File: src/rtl/wb_sequencer_pkg.sv
// Shared definitions for the writeback sequencer: MemToReg source codes and FSM state encoding.
// Latency: n/a (definitions only).
// Backpressure: n/a.
package wb_sequencer_pkg;

  // MemToReg mux source codes
  localparam logic [3:0] MTR_ALU   = 4'd0;  // ALUOut
  localparam logic [3:0] MTR_LS    = 4'd1;  // LSControl_Out (memory wait states)
  localparam logic [3:0] MTR_IMM   = 4'd2;  // immediate shifted left 16
  localparam logic [3:0] MTR_HI    = 4'd3;  // mult/div HI
  localparam logic [3:0] MTR_LO    = 4'd4;  // mult/div LO
  localparam logic [3:0] MTR_CONST = 4'd5;  // constant 227
  localparam logic [3:0] MTR_SEXT  = 4'd6;  // sign-extended immediate
  localparam logic [3:0] MTR_SHIFT = 4'd7;  // shift register
  localparam logic [3:0] MTR_B     = 4'd8;  // register B
  localparam logic [3:0] MTR_A     = 4'd9;  // register A

  // Codes above this have no mux input behind them
  localparam logic [3:0] MTR_MAX_LEGAL = 4'd9;

  typedef enum logic [1:0] {
    ST_IDLE  = 2'd0,
    ST_WAIT  = 2'd1,
    ST_WRITE = 2'd2,
    ST_ERR   = 2'd3
  } wb_state_e;

endpackage

File: src/rtl/wb_sequencer_wait_counter.sv
// 8-bit wait counter with synchronous clear/enable and an equality compare against a limit.
// Latency: count updates one cycle after enable; at_limit_o is combinational from the count.
// Backpressure: none; clear has priority over enable.
//   clk, reset_n : clock, synchronous active-low reset
//   clr_i, en_i  : clear to zero / increment by one
//   limit_i      : compare value; at_limit_o high while count == limit_i
module wb_wait_counter (
  input  logic       clk,
  input  logic       reset_n,
  input  logic       clr_i,
  input  logic       en_i,
  input  logic [7:0] limit_i,
  output logic       at_limit_o
);

  logic [7:0] cnt_q, cnt_d;

  always_comb begin
    cnt_d = cnt_q;
    if (clr_i) begin
      cnt_d = 8'd0;
    end else if (en_i) begin
      cnt_d = cnt_q + 8'd1;
    end
  end

  always_ff @(posedge clk) begin
    if (!reset_n) begin
      cnt_q <= 8'd0;
    end else begin
      cnt_q <= cnt_d;
    end
  end

  assign at_limit_o = (cnt_q == limit_i);

endmodule

File: src/rtl/wb_sequencer.sv
// Writeback sequencer: latches a MemToReg select + dest reg, waits for the source to be valid, pulses RegWrite.
// Latency: accept edge to reg_write 1 cycle (immediate), MEM_WAIT cycles (LSCtrl), or done+1 (HI/LO/shift).
// Backpressure: wb_req only sampled in IDLE; wb_ack pulses on acceptance, busy high outside IDLE.
//   in : clk, reset_n, wb_req, wb_src[3:0], wb_dst[4:0], md_done, shift_done, flush
//   out: wb_ack, mem_to_reg[3:0], reg_write, write_reg[4:0], busy, wb_done, wb_err
module wb_sequencer
  import wb_sequencer_pkg::*;
#(
  parameter int MEM_WAIT = 2,   // 1..15
  parameter int TIMEOUT  = 64   // 2..255
) (
  input  logic       clk,
  input  logic       reset_n,
  input  logic       wb_req,
  input  logic [3:0] wb_src,
  input  logic [4:0] wb_dst,
  input  logic       md_done,
  input  logic       shift_done,
  input  logic       flush,
  output logic       wb_ack,
  output logic [3:0] mem_to_reg,
  output logic       reg_write,
  output logic [4:0] write_reg,
  output logic       busy,
  output logic       wb_done,
  output logic       wb_err
);

  localparam logic [7:0] MEM_LIM = 8'(MEM_WAIT - 1);
  localparam logic [7:0] TO_LIM  = 8'(TIMEOUT - 1);

  wb_state_e  state_q, state_d;
  logic [3:0] mtr_q, mtr_d;
  logic [4:0] wreg_q, wreg_d;
  logic       ack_q, ack_d;
  logic       accept;
  logic       src_ready;
  logic       use_timeout;
  logic       at_limit;
  logic [7:0] cnt_limit;

  // One counter serves both the fixed memory wait and the done-flag timeout;
  // the latched code picks which limit it compares against.
  assign cnt_limit = (mtr_q == MTR_LS) ? MEM_LIM : TO_LIM;

  wb_wait_counter u_cnt (
    .clk        (clk),
    .reset_n    (reset_n),
    .clr_i      (accept),
    .en_i       (state_q == ST_WAIT),
    .limit_i    (cnt_limit),
    .at_limit_o (at_limit)
  );

  // Source-ready decode on the latched code
  always_comb begin
    src_ready   = 1'b0;
    use_timeout = 1'b0;
    case (mtr_q)
      MTR_ALU, MTR_IMM, MTR_CONST, MTR_SEXT, MTR_B, MTR_A: src_ready = 1'b1;
      MTR_LS:         src_ready = at_limit;
      MTR_HI, MTR_LO: begin
        src_ready   = md_done;
        use_timeout = 1'b1;
      end
      MTR_SHIFT: begin
        src_ready   = shift_done;
        use_timeout = 1'b1;
      end
      default: ;
    endcase
  end

  always_comb begin
    state_d = state_q;
    mtr_d   = mtr_q;
    wreg_d  = wreg_q;
    ack_d   = 1'b0;
    accept  = 1'b0;
    // flush in IDLE also lands here, which is what blocks acceptance that cycle
    if (flush) begin
      state_d = ST_IDLE;
    end else begin
      case (state_q)
        ST_IDLE: begin
          if (wb_req) begin
            accept  = 1'b1;
            ack_d   = 1'b1;
            mtr_d   = wb_src;
            wreg_d  = wb_dst;
            state_d = (wb_src > MTR_MAX_LEGAL) ? ST_ERR : ST_WAIT;
          end
        end
        ST_WAIT: begin
          // ready is tested first so a done flag on the limit cycle still writes
          if (src_ready) begin
            state_d = ST_WRITE;
          end else if (use_timeout && at_limit) begin
            state_d = ST_ERR;
          end
        end
        ST_WRITE: state_d = ST_IDLE;
        ST_ERR:   state_d = ST_IDLE;
        default:  state_d = ST_IDLE;
      endcase
    end
  end

  always_ff @(posedge clk) begin
    if (!reset_n) begin
      state_q <= ST_IDLE;
      mtr_q   <= 4'd0;
      wreg_q  <= 5'd0;
      ack_q   <= 1'b0;
    end else begin
      state_q <= state_d;
      mtr_q   <= mtr_d;
      wreg_q  <= wreg_d;
      ack_q   <= ack_d;
    end
  end

  assign wb_ack     = ack_q;
  assign mem_to_reg = mtr_q;
  assign write_reg  = wreg_q;
  assign busy       = (state_q != ST_IDLE);
  // $zero is never written, but the request still completes
  assign reg_write  = (state_q == ST_WRITE) && (wreg_q != 5'd0);
  assign wb_done    = (state_q == ST_WRITE) || (state_q == ST_ERR);
  assign wb_err     = (state_q == ST_ERR);

endmodule
File: config.mk
export PLATFORM = sky130hd
export DESIGN_NAME = wb_sequencer
export DESIGN_NICKNAME = d
export VERILOG_FILES = /design/src/rtl/wb_sequencer_pkg.sv /design/src/rtl/wb_sequencer_wait_counter.sv /design/src/rtl/wb_sequencer.sv
export SDC_FILE = /design/constraint.sdc
export NUM_CORES = 1
export LEC_CHECK = 0
export ABC_AREA = 1
export BUFFER_PORTS_ARGS = -buffer_cell sky130_fd_sc_hd__buf_2
export CAP_MARGIN = 30
export CORE_MARGIN = 2
export CORE_UTILIZATION = 51
export DETAILED_ROUTE_END_ITERATION = 12
export PLACE_DENSITY = 0.77
export SYNTH_ARGS = -nofsm -noshare
export SYNTH_HDL_FRONTEND = slang
export SYNTH_HIERARCHICAL = 1
export SYNTH_SLANG_ARGS = --single-unit
export TNS_END_PERCENT = 1
File: constraint.sdc
create_clock -name clk -period 2.2 [get_ports clk]
set_input_delay 0.11 -clock clk [delete_from_list [all_inputs] [get_ports clk]]
set_output_delay 0.11 -clock clk [all_outputs]
set_load 0.02 [all_outputs]
==> impl_metrics.yaml, run 1 <==
synth:
  ys_types: 20
  synth.cell_area_sq_um: 1110
  post_synth.cell_area_avg_sq_um: 6.22
  synthCells: 179
  ys_ff_latch: 20
  synthMuxAreaShare_pct: 0
  synthSimpleGateAreaFrac_pct: 35.7
  synthXorXnorAreaFrac_pct: 0
  synthAdderAreaFrac_pct: 1.12
  synth-compound-area-share_pct: 13.8
  synth.yosys.seq_area_share_pct: 36.0
  yosysWarnings: 6
  synth_top_family_by_area: "simple AND/OR/NAND/NOR gates"
final_layout:
  layout_commonest_cell: "nand2_1"
  drive_above_1_share_pct: 19.6
  most-common-layout-cells: "44 x nand2_1, 30 x inv_1, 30 x nor2_1, 28 x buf_2, 20 x dfxtp_1"
  syn_to_final_growth_pct: 20.4
  utilization_pct: 67.0
  multiInputGateArea_sq_um: 587
  largest_reg_flops: 8
  seqCellArea_sq_um: 400
  nFillCells: 185
  nets: 231
  n_antenna_cell: 0
  fin_area_sq_um: 1340
run:
  cap_viol_max_count: 0
sta:
  fmax_mhz: 565
  skew_ns: 0.00506
  finalHoldViolCount: 0
  setup_viol: 0
  rsz0062_at_grt: "false"
  finalCritPeriodShare_pct: 80.5
  fin_tns_setup_ns: 0
  finalMaxSlewViolations: 0
  period_minus_slack_ns: 1.77
pwr:
  ir_drop_v: 0.000524
  leakagePower_uw: 0.000700
  pwr_density_cell_nw_per_um2: 621
  finalPower_uw: 834
die:
  start_util_pct: 55.6
  rows: 16
  dieArea_sq_um: 2570
  core_area_sq_um: 2000
  ios: 29
  die_y_um: 50.7
  die_w_um: 50.7
critical_path:
  arrival_ns: 2.01
  reg2reg_from: "mem_to_reg[2]"
  critPathKind: "flip-flop to flip-flop"
  endpoint_kind: "flip-flop"
  reg2reg_setup_slack_ns: 0.43
  worst_setup_path_start_kind: "flip-flop"
  rr_endpoint: "state_q[1]"
  path_max_fanout: 10
  worstPathRequired_ns: 2.44
  r2r_cells: 17
cts:
  cts_htree_levels: 1
  ctsResizeCount: 0
  clockRootBuffer: "clkbuf_4"
  cts.sinks: 20
  cts_made_buffers: 3
  path_clk_slew_ns: 0.12
  clock_latency_ns: 0.30
  cts_tree: "built"
  clk_path_buf_depth: 2
detailed_routing:
  antenna_left: 0
  drt-wirelength-per-cell_um: 10.1
  drt_wl_total_um: 2450
  drtIter0Drc: 28
  num_vias: 1154
  drt-vias-per-instance: 4.79
  drtPass1Iterations: 4
  drc: 0
outcome:
  status: "finished, final reports clean"
placement:
  place_congestion: 0.860
  portBuffers: 28
  hpwl_um: 1890
  dpl_cell_area_sq_um: 1280
hold_path:
  holdPathEnd: "write_reg[4]"
  hold_class: "input port to flip-flop"
  holdCritStartpoint: "wb_dst[4]"
  whs_path_depth: 3
grt:
  grt_pass1_vias: 1094
  grt_pass1_wl_um: 4420
  antenna_found_initial: 0
  grt_max_degree: 15
  track_usage_pct: 22.2
  grt_overflow: 0
[stage by stage]
step                setup WS (ns)  hold WS (ns)  cells
detailed placement          0.302         0.341    236
global route                0.145        0.0344    241
global placement            0.443         0.332    236
floorplan                   0.437         0.245    183
CTS                         0.273        0.0193    240
finish                      0.429        0.0239    241
[cell families after synthesis]
| kind of cell | after synthesis |
|---|---|
| buffers and inverters | 34 |
| flip-flops | 20 |
| AND/OR/NAND/NOR | 92 |
| other | 2 |
| adder cells (fa/ha/maj) | 1 |
| AO/OA/AOI/OAI | 30 |
[cell usage after synthesis (all sizes together)]
cell type	count	area share, %
o211ai	1	0.67
nor2	35	14
dfxtp	20	36
nand2	45	15
nand4	1	0.56
dlygate4sd3	1	0.90
a31oi	1	0.56
conb	2	0.67
ha	1	1.1
a21oi	13	5.8
buf	1	1.0
nor3	3	2.4
inv	32	11
o21ai	15	6.7
nand3	8	3.6
[layout make-up]
type                            count  share of cell area, %
Multi-Input combinational cell    129                   43.7
Tap cell                           27                   2.52
Clock inverter                      1                   2.24
Clock buffer                        3                   1.68
Inverter                           32                   8.96
Sequential cell                    20                   29.9
Timing Repair Buffer               29                   11.0
[what timing repair did]
action | CTS | global route
hold buffers | 0 | 0
setup endpoints to repair | 0 | 2
buffers inserted | 0 | 1
[critical path, stage by stage, from the launching register on]
cell and delay, ns:
dfxtp_1 0.41, inv_1 0.09, nand4_1 0.10, buf_4 0.16, inv_1 0.05, nand2_1 0.05
nand2_1 0.05, nor2_1 0.09, nand2_1 0.06, nor2_1 0.16, a21oi_1 0.09, nand2_1 0.07
nand2_1 0.04, nand2_1 0.05, nand2_1 0.06, nand3_1 0.06, nand3_1 0.06, nor2_1 0.08
[how the worst max path moves through the flow]
stage                             start    endpoint  slack [ns]  depth (start not counted)
after floorplan           mem_to_reg[1]  state_q[1]        0.44                         16
after global placement    mem_to_reg[1]  state_q[1]        0.44                         15
after detailed placement  mem_to_reg[1]  state_q[1]        0.30                         15
after CTS                 mem_to_reg[1]  state_q[1]        0.27                         15
after global routing      mem_to_reg[1]  state_q[1]        0.14                         16
final                     mem_to_reg[2]  state_q[1]        0.43                         17
[per-layer routing]
layer  routed length [um]  track usage [%]
met1                 1090             24.8
met2                 1260             42.1
met3                   81             3.57
met4                   13             7.66
met5                    0                0
[power by group]
group | switching, uW | internal (uW) | total (uW) | leakage (uW)
Sequential | 14.3 | 379 | 393 | 0.000163
Combinational | 89.3 | 50.6 | 140 | 0.000508
Clock | 117 | 184 | 301 | 0.0000279
No activity file was read; power rests on OpenSTA's default activity.
==> inputs of run 2 (changes only) <==
--- a/config.mk
+++ b/config.mk
@@ -5,13 +5,13 @@
 export SDC_FILE = /design/constraint.sdc
 export NUM_CORES = 1
 export LEC_CHECK = 0
-export ABC_AREA = 1
+export ABC_AREA = 0
 export BUFFER_PORTS_ARGS = -buffer_cell sky130_fd_sc_hd__buf_2
 export CAP_MARGIN = 30
 export CORE_MARGIN = 2
-export CORE_UTILIZATION = 51
+export CORE_UTILIZATION = 46
 export DETAILED_ROUTE_END_ITERATION = 12
-export PLACE_DENSITY = 0.77
+export PLACE_DENSITY = 0.74
 export SYNTH_ARGS = -nofsm -noshare
 export SYNTH_HDL_FRONTEND = slang
 export SYNTH_HIERARCHICAL = 1
==> constraint.sdc (replaced) <==
create_clock -name clk -period 1.5 [get_ports clk]
set_input_delay 0.075 -clock clk [delete_from_list [all_inputs] [get_ports clk]]
set_output_delay 0.075 -clock clk [all_outputs]
set_load 0.02 [all_outputs]
==> impl_metrics.yaml, run 2 <==
sta:
  skew_ns: 0.00185
  finalCritPeriodShare_pct: 121
  period_minus_slack_ns: 1.82
  finalMaxSlewViolations: 0
  finalHoldViolCount: 0
  setup_viol: 3
  rsz0062_at_grt: "true"
  fmax_mhz: 551
  worst_slack_ns: -0.316
grt:
  antenna_found_initial: 0
  track_usage_pct: 20.0
  grt_pass1_wl_um: 4060
  grt_max_degree: 13
  grt_pass1_vias: 952
  grt_overflow: 0
critical_path:
  r2r_cells: 8
  critPathKind: "flip-flop to flip-flop"
  worstPathRequired_ns: 1.72
  endpoint_kind: "flip-flop"
  path_max_fanout: 5
  crit_path_start: "mem_to_reg[2]"
  reg2reg_setup_slack_ns: -0.32
  arrival_ns: 2.04
  cp-endpoint: "state_q[1]"
  reg2reg_from: "mem_to_reg[2]"
  worst_setup_path_start_kind: "flip-flop"
  rr_endpoint: "state_q[1]"
synth:
  synth.cell_area_sq_um: 1130
  synthCells: 126
  synth_top_area_cell: "dfxtp_1"
  yosysWarnings: 6
  synthSimpleGateAreaFrac_pct: 28.0
  synthAdderAreaFrac_pct: 1.11
  synth-compound-area-share_pct: 17.4
  synth_top_cell_area_share_pct: 35.4
  synth.most_common_cell: "dfxtp_1"
  synth_top_family_by_area: "simple AND/OR/NAND/NOR gates"
  post_synth.cell_area_avg_sq_um: 8.97
  synth.yosys.seq_area_share_pct: 35.4
  yosys-top-cells-area: "dfxtp_1 35%, a21boi_2 8.0%, xnor2_1 7.0%"
  synth_common_cells: "20 x dfxtp_1, 13 x nand2_1, 9 x nor2_1, 9 x xnor2_1"
  synthXorXnorAreaFrac_pct: 9.30
  async_flop_share_pct: 0
  ys_types: 43
  ys_ff_latch: 20
  synth_edf_count: 0
  synthFlopType: "dfxtp_1"
  synthMuxAreaShare_pct: 1.77
hold_path:
  holdCritStartpoint: "flush"
  hold_class: "input port to flip-flop"
placement:
  pre_cts_slack_ns: -0.328
  portBuffers: 28
  hpwl_um: 1820
  place_congestion: 0.740
cts:
  cts_tree: "built"
  cts_htree_levels: 1
  clock_latency_ns: 0.30
  clk_path_buf_depth: 2
  clockRootBuffer: "clkbuf_4"
  cts_made_buffers: 3
  path_clk_slew_ns: 0.12
  postCtsSetupRepairBufs: 0
  cts.sinks: 20
die:
  die_w_um: 53.6
  die_y_um: 53.6
  ios: 29
  start_util_pct: 49.6
  rows: 17
  core_area_sq_um: 2280
  dieArea_sq_um: 2870
outcome:
  status: "complete, but fails checks"
  violations: "negative setup slack"
final_layout:
  most-common-layout-cells: "28 x buf_2, 15 x buf_4, 15 x dfxtp_1, 13 x nand2_1"
  syn_to_final_growth_pct: 36.3
  layout_commonest_cell: "buf_2"
  nets: 193
  n_antenna_cell: 0
  drive_above_1_share_pct: 46.0
  largest_reg_flops: 8
detailed_routing:
  drt_wl_total_um: 2470
  num_vias: 1034
  antenna_left: 0
  drt-wirelength-per-cell_um: 12.1
  drt-vias-per-instance: 5.07
  drtPass1Iterations: 4
  drtIter0Drc: 18
  drc: 0
run:
  cap_viol_max_count: 0
pwr:
  leakagePower_uw: 0.000651
  ir_drop_v: 0.000737
  pwr_density_cell_nw_per_um2: 733
  finalPower_uw: 1130
[run 2: power by group]
part | internal [uW] | total (uW) | switching [uW]
Sequential | 549 | 562 | 12.9
Combinational | 121 | 245 | 123
Clock | 148 | 322 | 174
[run 2: through the flow]
stage               instances  util, %  TNS, ns  hold slack [ns]  instance area, sq um
CTS                       202     65.7   -0.604          0.00239                  1500
global route              204     67.7   -0.948           0.0362                  1540
global placement          191     60.8   -0.455            0.312                  1380
detailed placement        191     60.8   -0.589            0.315                  1380
floorplan                 127        -    -1.83            0.192                  1150
finish                    204     67.7   -0.552           0.0249                  1540
[run 2: worst max-delay path, cell delays in order (launching register included)]
cell	delay [ns]
dfxtp_4	0.37
nor2_4	0.10
nand3b_1	0.22
xnor2_1	0.22
nand4_1	0.12
nor2_2	0.14
nor4b_2	0.07
a2111o_1	0.29
a311oi_1	0.21
[run 2: how the worst min path moves through the flow]
stage,end,cells after the start
2_1_floorplan,mem_to_reg[2],2
3_3_place_gp,mem_to_reg[0],3
3_5_place_dp,mem_to_reg[0],3
4_1_cts,mem_to_reg[1],3
5_1_grt,state_q[0],4
6_report,state_q[0],4
[run 2: repair_timing]
action | CTS | global route
hold buffers | 7 | 2
pin swaps | 4 | 5
hold endpoints to repair | 7 | 2
setup endpoints to repair | 11 | 13
resized for setup | 2 | 6
[run 2: final cells by class]
class / count / area [sq um]
Clock buffer: 4 / 36.3
Multi-Input combinational cell: 98 / 704
Timing Repair Buffer: 52 / 343
Sequential cell: 20 / 409
Fill cell: 178 / 736
Inverter: 2 / 12.5
Tap cell: 28 / 35.0
[run 2: cells by family after synthesis]
| family | after synthesis |
|---|---|
| AND/OR/NAND/NOR | 56 |
| adder cells (fa/ha/maj) | 1 |
| flip-flops | 20 |
| multiplexers | 2 |
| AO/OA/AOI/OAI | 24 |
| XOR/XNOR | 12 |
| buffers and inverters | 9 |
| other | 2 |
[run 2: layer usage]
| metal | wire (um) | global-route usage, % | vias to the layer above |
|---|---|---|---|
| met5 | 0 | 0 | - |
| met4 | 46 | 8.97 | 0 |
| met3 | 110 | 3.33 | 6 |
| met2 | 1180 | 34.6 | 26 |
| met1 | 1130 | 24.3 | 472 |
| li1 | - | - | 530 |
